$ cat src/rtl/fetch_unit.sv
// Instruction fetch stage: PC, combinational imem address, registered valid/ready output slot.
// Optional FETCH_PERF_EN adds perf_fetched / perf_flushed counters.
//
// state   | meaning
// --------+------------------------------------------------------------
// FETCH   | fetching one word per free slot cycle
// DRAIN   | PC past end of memory; waiting for the slot to empty
// HALT    | stopped; only reset exits
module fetch_unit #(
  parameter int          ADDR_W    = 5,
  parameter int          MEM_WORDS = 32,
  parameter logic [31:0] RESET_PC  = 32'h00000000
) (
  input  logic              clk,
  input  logic              reset,
  output logic [ADDR_W-1:0] im_addr,
  input  logic [31:0]       im_inst,
  output logic              out_valid,
  input  logic              out_ready,
  output logic [31:0]       out_inst,
  output logic [31:0]       out_pc,
  input  logic              redirect_valid,
  input  logic [31:0]       redirect_target,
  output logic              halted,
`ifdef FETCH_PERF_EN
  output logic [15:0]       perf_fetched,
  output logic [15:0]       perf_flushed,
`endif
  output logic              misalign_err
);

  localparam logic [31:0] MEM_BYTES = 32'(MEM_WORDS * 4);
  localparam logic [31:0] NOP       = 32'h00000013;

  localparam logic [1:0] S_FETCH = 2'd0;
  localparam logic [1:0] S_DRAIN = 2'd1;
  localparam logic [1:0] S_HALT  = 2'd2;

  logic [1:0]  state;
  logic [31:0] pc;
  logic [31:0] pc_next4;
  logic        slot_free;
  logic        redir_mis;
  logic        redir_oor;
  logic        pc_in;
  logic        active;
  logic        load;

  assign im_addr   = pc[ADDR_W+1:2];
  assign pc_next4  = pc + 32'd4;
  assign slot_free = !out_valid || out_ready;
  assign redir_mis = redirect_target[1:0] != 2'b00;
  assign redir_oor = redirect_target >= MEM_BYTES;
  assign pc_in     = pc < MEM_BYTES;
  assign active    = (state == S_FETCH) || (state == S_DRAIN);
  assign load      = (state == S_FETCH) && !redirect_valid && slot_free && pc_in;
  assign halted    = (state == S_HALT);

  always_ff @(posedge clk) begin
    if (reset) begin
      state        <= S_FETCH;
      pc           <= RESET_PC;
      out_valid    <= 1'b0;
      out_inst     <= NOP;
      out_pc       <= 32'h0;
      misalign_err <= 1'b0;
    end else begin
      case (state)
        S_FETCH, S_DRAIN: begin
          if (redirect_valid) begin
            // a redirect always flushes the slot; a concurrent handshake still counts as a transfer
            out_valid <= 1'b0;
            if (redir_mis) begin
              misalign_err <= 1'b1;
              state        <= S_HALT;
            end else begin
              pc    <= redirect_target;
              state <= redir_oor ? S_DRAIN : S_FETCH;
            end
          end else if (state == S_FETCH) begin
            if (load) begin
              out_inst  <= im_inst;
              out_pc    <= pc;
              out_valid <= 1'b1;
              pc        <= pc_next4;
              if (pc_next4 >= MEM_BYTES) state <= S_DRAIN;
            end else if (out_ready) begin
              out_valid <= 1'b0;
            end
          end else if (slot_free) begin
            // slot empties this edge (or already empty): nothing left to hand over
            out_valid <= 1'b0;
            state     <= S_HALT;
          end
        end
        default: begin
          out_valid <= 1'b0;
          state     <= S_HALT;
        end
      endcase
    end
  end

`ifdef FETCH_PERF_EN
  logic flush;
  assign flush = active && redirect_valid && out_valid && !out_ready;

  always_ff @(posedge clk) begin
    if (reset) begin
      perf_fetched <= 16'h0;
      perf_flushed <= 16'h0;
    end else begin
      if (load)  perf_fetched <= perf_fetched + 16'd1;
      if (flush) perf_flushed <= perf_flushed + 16'd1;
    end
  end
`else
  logic unused_active;
  assign unused_active = active;
`endif

endmodule

$ cat config.mk
export PLATFORM = sky130hd
export DESIGN_NAME = fetch_unit
export DESIGN_NICKNAME = d
export VERILOG_FILES = /design/src/rtl/fetch_unit.sv
export SDC_FILE = /design/constraint.sdc
export NUM_CORES = 1
export LEC_CHECK = 0
export BUFFER_PORTS_ARGS = -buffer_cell sky130_fd_sc_hd__buf_2
export CAP_MARGIN = 5
export CORE_UTILIZATION = 55
export DETAILED_ROUTE_END_ITERATION = 8
export GPL_TIMING_DRIVEN = 0
export PLACE_DENSITY = 0.85
export SLEW_MARGIN = 5
export SYNTH_ARGS = -nofsm -noshare
export SYNTH_HDL_FRONTEND = slang
export SYNTH_SLANG_ARGS = --single-unit
$ cat constraint.sdc
create_clock -name clk -period 4.1 [get_ports clk]
set_input_delay 0.615 -clock clk [delete_from_list [all_inputs] [get_ports clk]]
set_output_delay 0.615 -clock clk [all_outputs]
set_load 0.01 [all_outputs]
==> results of run 1 <==
-- sequential cells by signal, indices dropped and copies added, names as in the netlist --
name and count:
state 2, misalign_err 1, out_inst 32, out_valid 1
out_pc 32, pc 32
-- synth_stat cells, types with 3 or more instances --
library cell	count	share of area
nor4_1	11	0.015
a311oi_1	4	0.0078
a31oi_1	10	0.014
and3_1	4	0.0056
mux2i_1	39	0.087
a211o_1	3	0.0059
o31ai_1	5	0.0084
inv_1	5	0.0042
and2_1	28	0.039
nand2_1	43	0.036
dfxtp_1	100	0.45
nor2b_1	3	0.0042
nand4_1	7	0.0098
buf_2	13	0.015
clkbuf_1	22	0.018
nand3_1	31	0.035
a22o_1	4	0.0078
xor2_1	4	0.0078
and4_1	5	0.0098
buf_4	7	0.012
nor3_1	9	0.010
nor2_1	61	0.051
a21oi_1	30	0.034
o21ai_0	16	0.018
xnor2_1	5	0.0098
o41ai_1	3	0.0059
-- power by group --
part	switching [mW]	internal (mW)
sequential	0.0491	1.03
clock	0.381	0.238
combinational	0.279	0.205
-- path summary, 6_finish.rpt --
| path | startpoint | to | slack, ns | depth (start not counted) |
|---|---|---|---|---|
| max | pc[3] | state[0] | 1.70 | 8 |
| min | im_inst[0] | out_inst[0] | 0.44 | 2 |
| max reg2reg | pc[3] | state[0] | 1.70 | 8 |
| min reg2reg | out_pc[17] | out_pc[17] | 0.46 | 1 |
-- layer usage --
layer,track usage,part of all wire
met5,0,0
met4,0.129,0.022
met3,0.0655,0.079
met2,0.529,0.49
met1,0.368,0.41
-- logic make-up after synthesis --
| logic type | after synthesis | synth area share |
|---|---|---|
| adder cells (fa/ha/maj) | 2 | 0.00560 |
| AND/OR/NAND/NOR | 220 | 0.256 |
| flip-flops | 100 | 0.448 |
| buffers and inverters | 49 | 0.0540 |
| XOR/XNOR | 9 | 0.0176 |
| multiplexers | 39 | 0.0873 |
| AO/OA/AOI/OAI | 88 | 0.131 |
-- through the flow --
stage / setup WS (ns) / instances / area, um2
floorplan: 2.09 / 507 / 4470
global placement: 1.69 / 748 / 5290
detailed placement: 1.70 / 748 / 5290
CTS: 1.73 / 764 / 5490
global route: 1.53 / 764 / 5490
finish: 1.70 / 764 / 5490
-- layout make-up --
class                           count  area [um2]  share of cell area
Sequential cell                   100        2000               0.365
Multi-Input combinational cell    358        2230               0.406
Tap cell                          102         128              0.0233
Timing Repair Buffer              139         696               0.127
Clock inverter                      7        70.1              0.0128
Clock buffer                        9         124              0.0226
Buffer                             44         223              0.0406
Inverter                            5        18.8             0.00342
==> results.cfg, run 1 <==
[sta]
finalSetupViolCount = 0
fin_setup_tns_ns = 0
finClkSkew_ns = 0.0124
slew_headroom = 0.599
grt_setup_unrepaired = no
fin_crit_ns = 2.40
timing.fmax_mhz = 417
worstMarginPinSlew_ns = 0.602
whs_ns = 0.445
fin_crit_sh = 0.584
finalHoldViolations = 0
slew_violations = 0

[floorplan]
die-height_um = 92.2
coreArea_um2 = 7810
die_x_um = 92.2
start_util = 0.573
dieArea_um2 = 8490
io-pin-count = 140
rows = 32

[worst_setup_path]
worstSetupEndpointType = register
critical-path-top-delay-family = compound AO/OA/AOI/OAI gates
critical_path.max_fanout = 9
cpPeakStageDelay_ns = 0.47
critPathKind = register to register
crit_path_cell_trace = ha_1 > buf_2 > nand2_1 > nor2_1 > nand4_1 > a22o_1 > a2111oi_4 > a31oi_1
worstPathRequired_ns = 4.35
worst_setup_path_start_kind = register
cp.arrival_ns = 2.65
worst-path-buf-inv = 1
critical_path.slowest_cell = dfxtp_1

[job]
cap_violations = 0

[global_route]
grt_max_degree = 20
grt_pass1_wl_um = 20500
grt_pass1_vias = 4295
grt_usage = 0.307
globalRoute.totalOverflow = 0
antenna_found_initial = 0

[route]
viasPerCell = 5.72
drt-pass1-iter-count = 5
vias = 4367
drc = 0
wire_per_inst_um = 16.5
ant_nets = 0
drt_iter0_drc = 252
wirelength_um = 12600

[placed_design]
dpl.hpwl_um = 9530
place.gp.congestion = 0.963
io_buffer_count = 139

[cts]
clockBufferDepth = 2
cts_resized = 0
clock_latency_ns = 0.37
cts_setup_buffers = 0
h-tree-depth = 3
cts_buffers = 9
cts_sinks = 100
clkTransAtPathRegs_ns = 0.11
cts-root-buf = clkbuf_8
cts_tree = yes
postCtsHoldBufs = 0

[final_layout]
n_antenna_cell = 0
final_cell_mix = buf_2 (152), dfxtp_1 (100), nor2_1 (61)
nNetsFinal = 727
n_fill_cell = 628
post-route-util = 0.703
drive_gt1_frac = 0.287
final_common_cell = buf_2
areaGrowthSynthToFinish_pct = 22.8

[synth]
syn-num-nets = 577
async_flop_share = 0
synth-main-ff-cell = dfxtp_1
ys_types = 55
syn_area_per_cell_um2 = 8.82
syn-cell-area_um2 = 4470
yosysSeqAreaShare = 0.448
synth_edf_count = 0
ys_ff_latch = 100
yosysWarnings = 0
synthCells = 507

[power]
p_total_mw = 2.19
peakVddDrop_v = 0.000269
p_per_area_nw_per_um2 = 398
power_leakage_nw = 2.40

[worst_hold_path]
hold_path_class = input pin to register

[outcome]
status = complete, no violations
(Power assumes the default switching activity.)
==> inputs of run 2 (changes only) <==
--- a/config.mk
+++ b/config.mk
@@ -7,10 +7,10 @@
 export LEC_CHECK = 0
 export BUFFER_PORTS_ARGS = -buffer_cell sky130_fd_sc_hd__buf_2
 export CAP_MARGIN = 5
-export CORE_UTILIZATION = 55
+export CORE_UTILIZATION = 46
 export DETAILED_ROUTE_END_ITERATION = 8
 export GPL_TIMING_DRIVEN = 0
-export PLACE_DENSITY = 0.85
+export PLACE_DENSITY = 0.76
 export SLEW_MARGIN = 5
 export SYNTH_ARGS = -nofsm -noshare
 export SYNTH_HDL_FRONTEND = slang
==> constraint.sdc (replaced) <==
create_clock -name clk -period 1.9 [get_ports clk]
set_input_delay 0.285 -clock clk [delete_from_list [all_inputs] [get_ports clk]]
set_output_delay 0.285 -clock clk [all_outputs]
set_load 0.01 [all_outputs]
==> run 2 against run 1 <==
The flow now finishes with violations (setup timing). Register-to-register slack lost 1.9 ns. Clock-buffer cell count unchanged. Flip-flop and latch count is the same. Critical path depth stayed put. Cell count increased by 4.7%. Global-route usage decreased by 4.7 points. Utilization down 7.5 points. Combinational power up 140%. First-iteration DRC count grew 2.8%. Critical endpoint unchanged. Largest cell class unchanged. Largest power group unchanged.
==> results.cfg, run 2 (synthesis results as in run 1) <==
[placed_design]
dp.cells = 775
dpl_cell_area_um2 = 5370
dpl.hpwl_um = 9340
place.gp.congestion = 0.924
io_buffer_count = 139

[floorplan]
dieArea_um2 = 10100
die-height_um = 101
io-pin-count = 140
coreArea_um2 = 9330
die_x_um = 101
rows = 35
start_util = 0.479

[final_layout]
design_area_um2 = 5850
nNetsFinal = 736
final_cell_mix = buf_2 (143), dfxtp_1 (88), nor2_1 (60)
final_common_cell = buf_2
fin_cells = 800
drive_gt1_frac = 0.350
n_antenna_cell = 0
post-route-util = 0.627
reg.largest.list = out_inst x32, out_pc x32, pc x32
areaGrowthSynthToFinish_pct = 30.9

[sta]
worstMarginPinSlew_ns = 0.660
slew_headroom = 0.556
slew_violations = 0
whs_ns = 0.111
fin_crit_sh = 1.12
timing.fmax_mhz = 471
finalSetupViolCount = 74
finalHoldViolations = 0
finClkSkew_ns = 0.0142
fin_crit_ns = 2.12
layout_setup_ws_ns = -0.224
grt_setup_unrepaired = yes
fin_setup_tns_ns = -3.66

[global_route]
grt_usage = 0.260
globalRoute.totalOverflow = 0
grt_pass1_vias = 4335
grt_pass1_wl_um = 20600
grt_max_degree = 20
antenna_found_initial = 0

[worst_setup_path]
cp.arrival_ns = 2.38
worstPathRequired_ns = 2.16
critPathKind = register to register
critical_path.max_fanout = 8
worstSetupEndpointType = register
worst_setup_path_start_kind = register

[cts]
cts_tree = yes
clockBufferDepth = 2
h-tree-depth = 3
cts-root-buf = clkbuf_8
clock_latency_ns = 0.37
cts_sinks = 100
clkTransAtPathRegs_ns = 0.11
cts_buffers = 9

[route]
wire_per_inst_um = 16.3
wirelength_um = 13000
vias = 4442
viasPerCell = 5.55
drt-pass1-iter-count = 5
ant_nets = 0
drt_iter0_drc = 259
drc = 0

[outcome]
status = complete, but fails checks
failed_checks = setup timing

[power]
peakVddDrop_v = 0.000499
clockPowerShare = 0.299
internal-power_mw = 3.43
p_comb_frac = 0.234
swShare = 0.319
power_leakage_nw = 2.53
p_per_area_nw_per_um2 = 860
seqPwrFrac = 0.467
p_sw_mw = 1.60

[worst_hold_path]
hold_path_class = input pin to register

[job]
cap_violations = 0
==> run 2: cell count changes in the layout (fill, tap and decap cells not counted), sizes merged <==
cell,change
buf,+13
clkbuf,-4
clkinv,-2
bufinv,+1
clkinvlp,+1
==> run 2: final timing paths <==
check | from | to | slack [ns] | cells past startpoint
setup / recovery | pc[4] | state[0] | -0.22 | 8
hold / removal | im_inst[0] | out_inst[0] | 0.11 | 2
hold reg to reg | out_pc[16] | out_pc[16] | 0.46 | 1
setup reg to reg | pc[4] | state[0] | -0.22 | 8
==> run 2: critical path, stage by stage (launching register included) <==
cell,delay [ns]
dfxtp_2,0.34
buf_6,0.13
and3_4,0.17
buf_6,0.14
a311oi_2,0.27
a31oi_1,0.09
or4b_4,0.52
a2111oi_4,0.23
a31oi_1,0.13
==> run 2: layer usage <==
layer | share of wire | wire length (um) | global-route usage
met3 | 0.092 | 1200 | 0.0735
met1 | 0.41 | 5300 | 0.312
met2 | 0.48 | 6260 | 0.443
met5 | 0 | 0 | 0
met4 | 0.023 | 296 | 0.0948
==> run 2: timing repair <==
action	in CTS	in global routing
pin swaps	5	6
endpoints found under the hold margin	0	0
resized for setup	42	23
buffers inserted	8	2
hold buffers	0	0
endpoints found under the setup margin	91	96
==> run 2: cell type report <==
| type | count | area (um2) |
|---|---|---|
| Timing Repair Buffer | 149 | 783 |
| Tap cell | 129 | 161 |
| Inverter | 5 | 18.8 |
| Sequential cell | 100 | 2020 |
| Clock inverter | 7 | 93.8 |
| Buffer | 43 | 309 |
| Multi-Input combinational cell | 358 | 2340 |
| Fill cell | 794 | 3470 |
| Clock buffer | 9 | 124 |
==> run 2: power by group through the flow <==
stage,Combinational (mW),Clock [mW],Sequential [mW]
after floorplan,0.646,0,2.41
after global placement,1.01,0,2.38
after detailed placement,1.04,0,2.38
after CTS,1.13,1.51,2.35
after global routing,1.27,1.60,2.37
final,1.18,1.50,2.35
==> run 2: through the flow <==
| stage | total power, mW | setup WS, ns |
|---|---|---|
| floorplan | 3.06 | -0.0164 |
| global placement | 3.39 | -0.384 |
| detailed placement | 3.42 | -0.401 |
| CTS | 4.98 | -0.162 |
| global route | 5.24 | -0.283 |
| finish | 5.03 | -0.224 |
==> inputs of run 3 (changes only) <==
--- a/config.mk
+++ b/config.mk
@@ -11,6 +11,7 @@
 export DETAILED_ROUTE_END_ITERATION = 8
 export GPL_TIMING_DRIVEN = 0
 export PLACE_DENSITY = 0.76
+export REMOVE_ABC_BUFFERS = 1
 export SLEW_MARGIN = 5
 export SYNTH_ARGS = -nofsm -noshare
 export SYNTH_HDL_FRONTEND = slang
==> run 3 against run 2 <==
The run still ends with setup timing left. Wire length decreased by 3.4%. Critical path type unchanged. Flip-flop and latch count unchanged. Sequential power about the same. Die area unchanged. Utilization increased by 1.5 points. Hold slack got worse by 0.0016 ns. Clock skew decreased by 0.0029 ns. Setup slack improved by 0.095 ns. Cell count decreased by 1.9%. Largest power group unchanged. Combinational power increased by 16%. Register-to-register slack improved by 0.095 ns.
==> results.cfg, run 3 (synthesis results as in run 1) <==
[outcome]
status = complete, but fails checks
failed_checks = setup timing

[power]
clockPowerShare = 0.263
p_comb_frac = 0.270
swShare = 0.319
p_sw_mw = 1.62
power_leakage_nw = 2.56
internal-power_mw = 3.47
p_per_area_nw_per_um2 = 850
p_total_mw = 5.09
seqPwrFrac = 0.467
peakVddDrop_v = 0.000640

[floorplan]
io-pin-count = 140
rows = 35
coreArea_um2 = 9330
die-height_um = 101
start_util = 0.479
die_x_um = 101
dieArea_um2 = 10100

[placed_design]
dp_slack_ns = -1.04
io_buffer_count = 139
dpl.hpwl_um = 8060
dpl_cell_area_um2 = 5190
place.gp.congestion = 0.921

[cts]
cts-root-buf = clkbuf_8
cts_buffers = 9
cts_sinks = 100
postCtsHoldBufs = 0
clkTransAtPathRegs_ns = 0.10
cts_tree = yes
h-tree-depth = 3
clockBufferDepth = 2
clock_latency_ns = 0.37

[route]
viasPerCell = 5.51
wirelength_um = 12600
ant_nets = 0
wire_per_inst_um = 16.0
drt_iter0_drc = 213
vias = 4322
drt-pass1-iter-count = 5
drc = 0

[sta]
timing.fmax_mhz = 493
slew_headroom = 0.462
fin_setup_tns_ns = -3.53
slew_violations = 0
layout_setup_ws_ns = -0.129
fin_crit_sh = 1.07
finClkSkew_ns = 0.0113
worstMarginPinSlew_ns = 0.807
finalHoldViolations = 0
finalSetupViolCount = 91
fin_crit_ns = 2.03
grt_setup_unrepaired = yes

[worst_setup_path]
cp.arrival_ns = 2.27
reg2reg_depth = 7
reg2reg_slack_ns = -0.13
reg2reg_to = state[0]
worstSetupEndpointType = register
worstPathRequired_ns = 2.14
critical_path.max_fanout = 9
critPathKind = register to register
r2r_start = pc[2]
worst_setup_path_start_kind = register

[final_layout]
n_antenna_cell = 0
final_common_cell = buf_2
n_fill_cell = 781
nNetsFinal = 721
drive_gt1_frac = 0.386
reg.largest.list = out_inst x32, out_pc x32, pc x32
areaGrowthSynthToFinish_pct = 34.0
final_cell_mix = buf_2 (137), dfxtp_1 (79), nor2_1 (59)
design_area_um2 = 5990

[global_route]
globalRoute.totalOverflow = 0
grt_pass1_vias = 4076
antenna_found_initial = 0
grt_usage = 0.242
grt_max_degree = 77
grt_pass1_wl_um = 19400

[worst_hold_path]
hold_path_end = out_inst[1]
min_path_cells = 2
hold_start = im_inst[1]
hold_path_class = input pin to register

[job]
cap_violations = 0
## run 3: stage by stage
stage | cells | utilization | hold slack (ns)
global route | 785 | 0.642 | 0.0955
detailed placement | 735 | 0.556 | 0.438
global placement | 731 | 0.547 | 0.437
floorplan | 463 | - | 0.354
CTS | 780 | 0.629 | 0.0997
finish | 785 | 0.642 | 0.109
## run 3: worst max-delay path by stage
stage	slack [ns]	cells past startpoint	end	from
floorplan	-3.59	6	pc[2]	pc[7]
global placement	-6.10	7	pc[2]	redirect_valid
detailed placement	-1.04	7	pc[25]	redirect_valid
CTS	-0.14	9	pc[2]	pc[22]
global route	-0.25	8	pc[2]	pc[16]
finish	-0.13	7	state[0]	pc[2]
## run 3: critical path, cell delays in order (launching register included)
cell	delay [ns]
dfxtp_4	0.39
ha_4	0.20
nand2_2	0.13
xor2_1	0.17
a31oi_1	0.12
or4b_4	0.54
a2111oi_4	0.22
a31oi_1	0.13
## run 3: area by class of cell
class	instances	area, um2	area share
Inverter	5	18.8	0.00313
Multi-Input combinational cell	358	2400	0.400
Clock inverter	7	67.6	0.0113
Timing Repair Buffer	177	1160	0.194
Sequential cell	100	2060	0.344
Clock buffer	9	124	0.0207
Tap cell	129	161	0.0269
## run 3: timing repair
action                                  4_1_cts  5_1_grt
pin swaps                                    18       13
cloned                                        2        3
gates resized for setup                      67       24
endpoints found under the setup margin       94       98
setup buffers                                27        7
## run 3: metal layers
metal / GRT usage / up-vias / routed length (um)
met2: 0.408 / 200 / 5910
met3: 0.0881 / 26 / 1100
li1: - / 2082 / -
met5: 0 / - / 0
met1: 0.293 / 2014 / 5320
met4: 0.0602 / 0 / 263
## run 3: power by group through the flow
stage / Combinational, mW / Clock [mW] / Sequential (mW)
2_1_floorplan: 0.550 / 0 / 2.43
3_3_place_gp: 0.922 / 0 / 2.40
3_5_place_dp: 0.993 / 0 / 2.41
4_1_cts: 1.30 / 1.37 / 2.37
5_1_grt: 1.48 / 1.45 / 2.40
6_report: 1.37 / 1.34 / 2.38
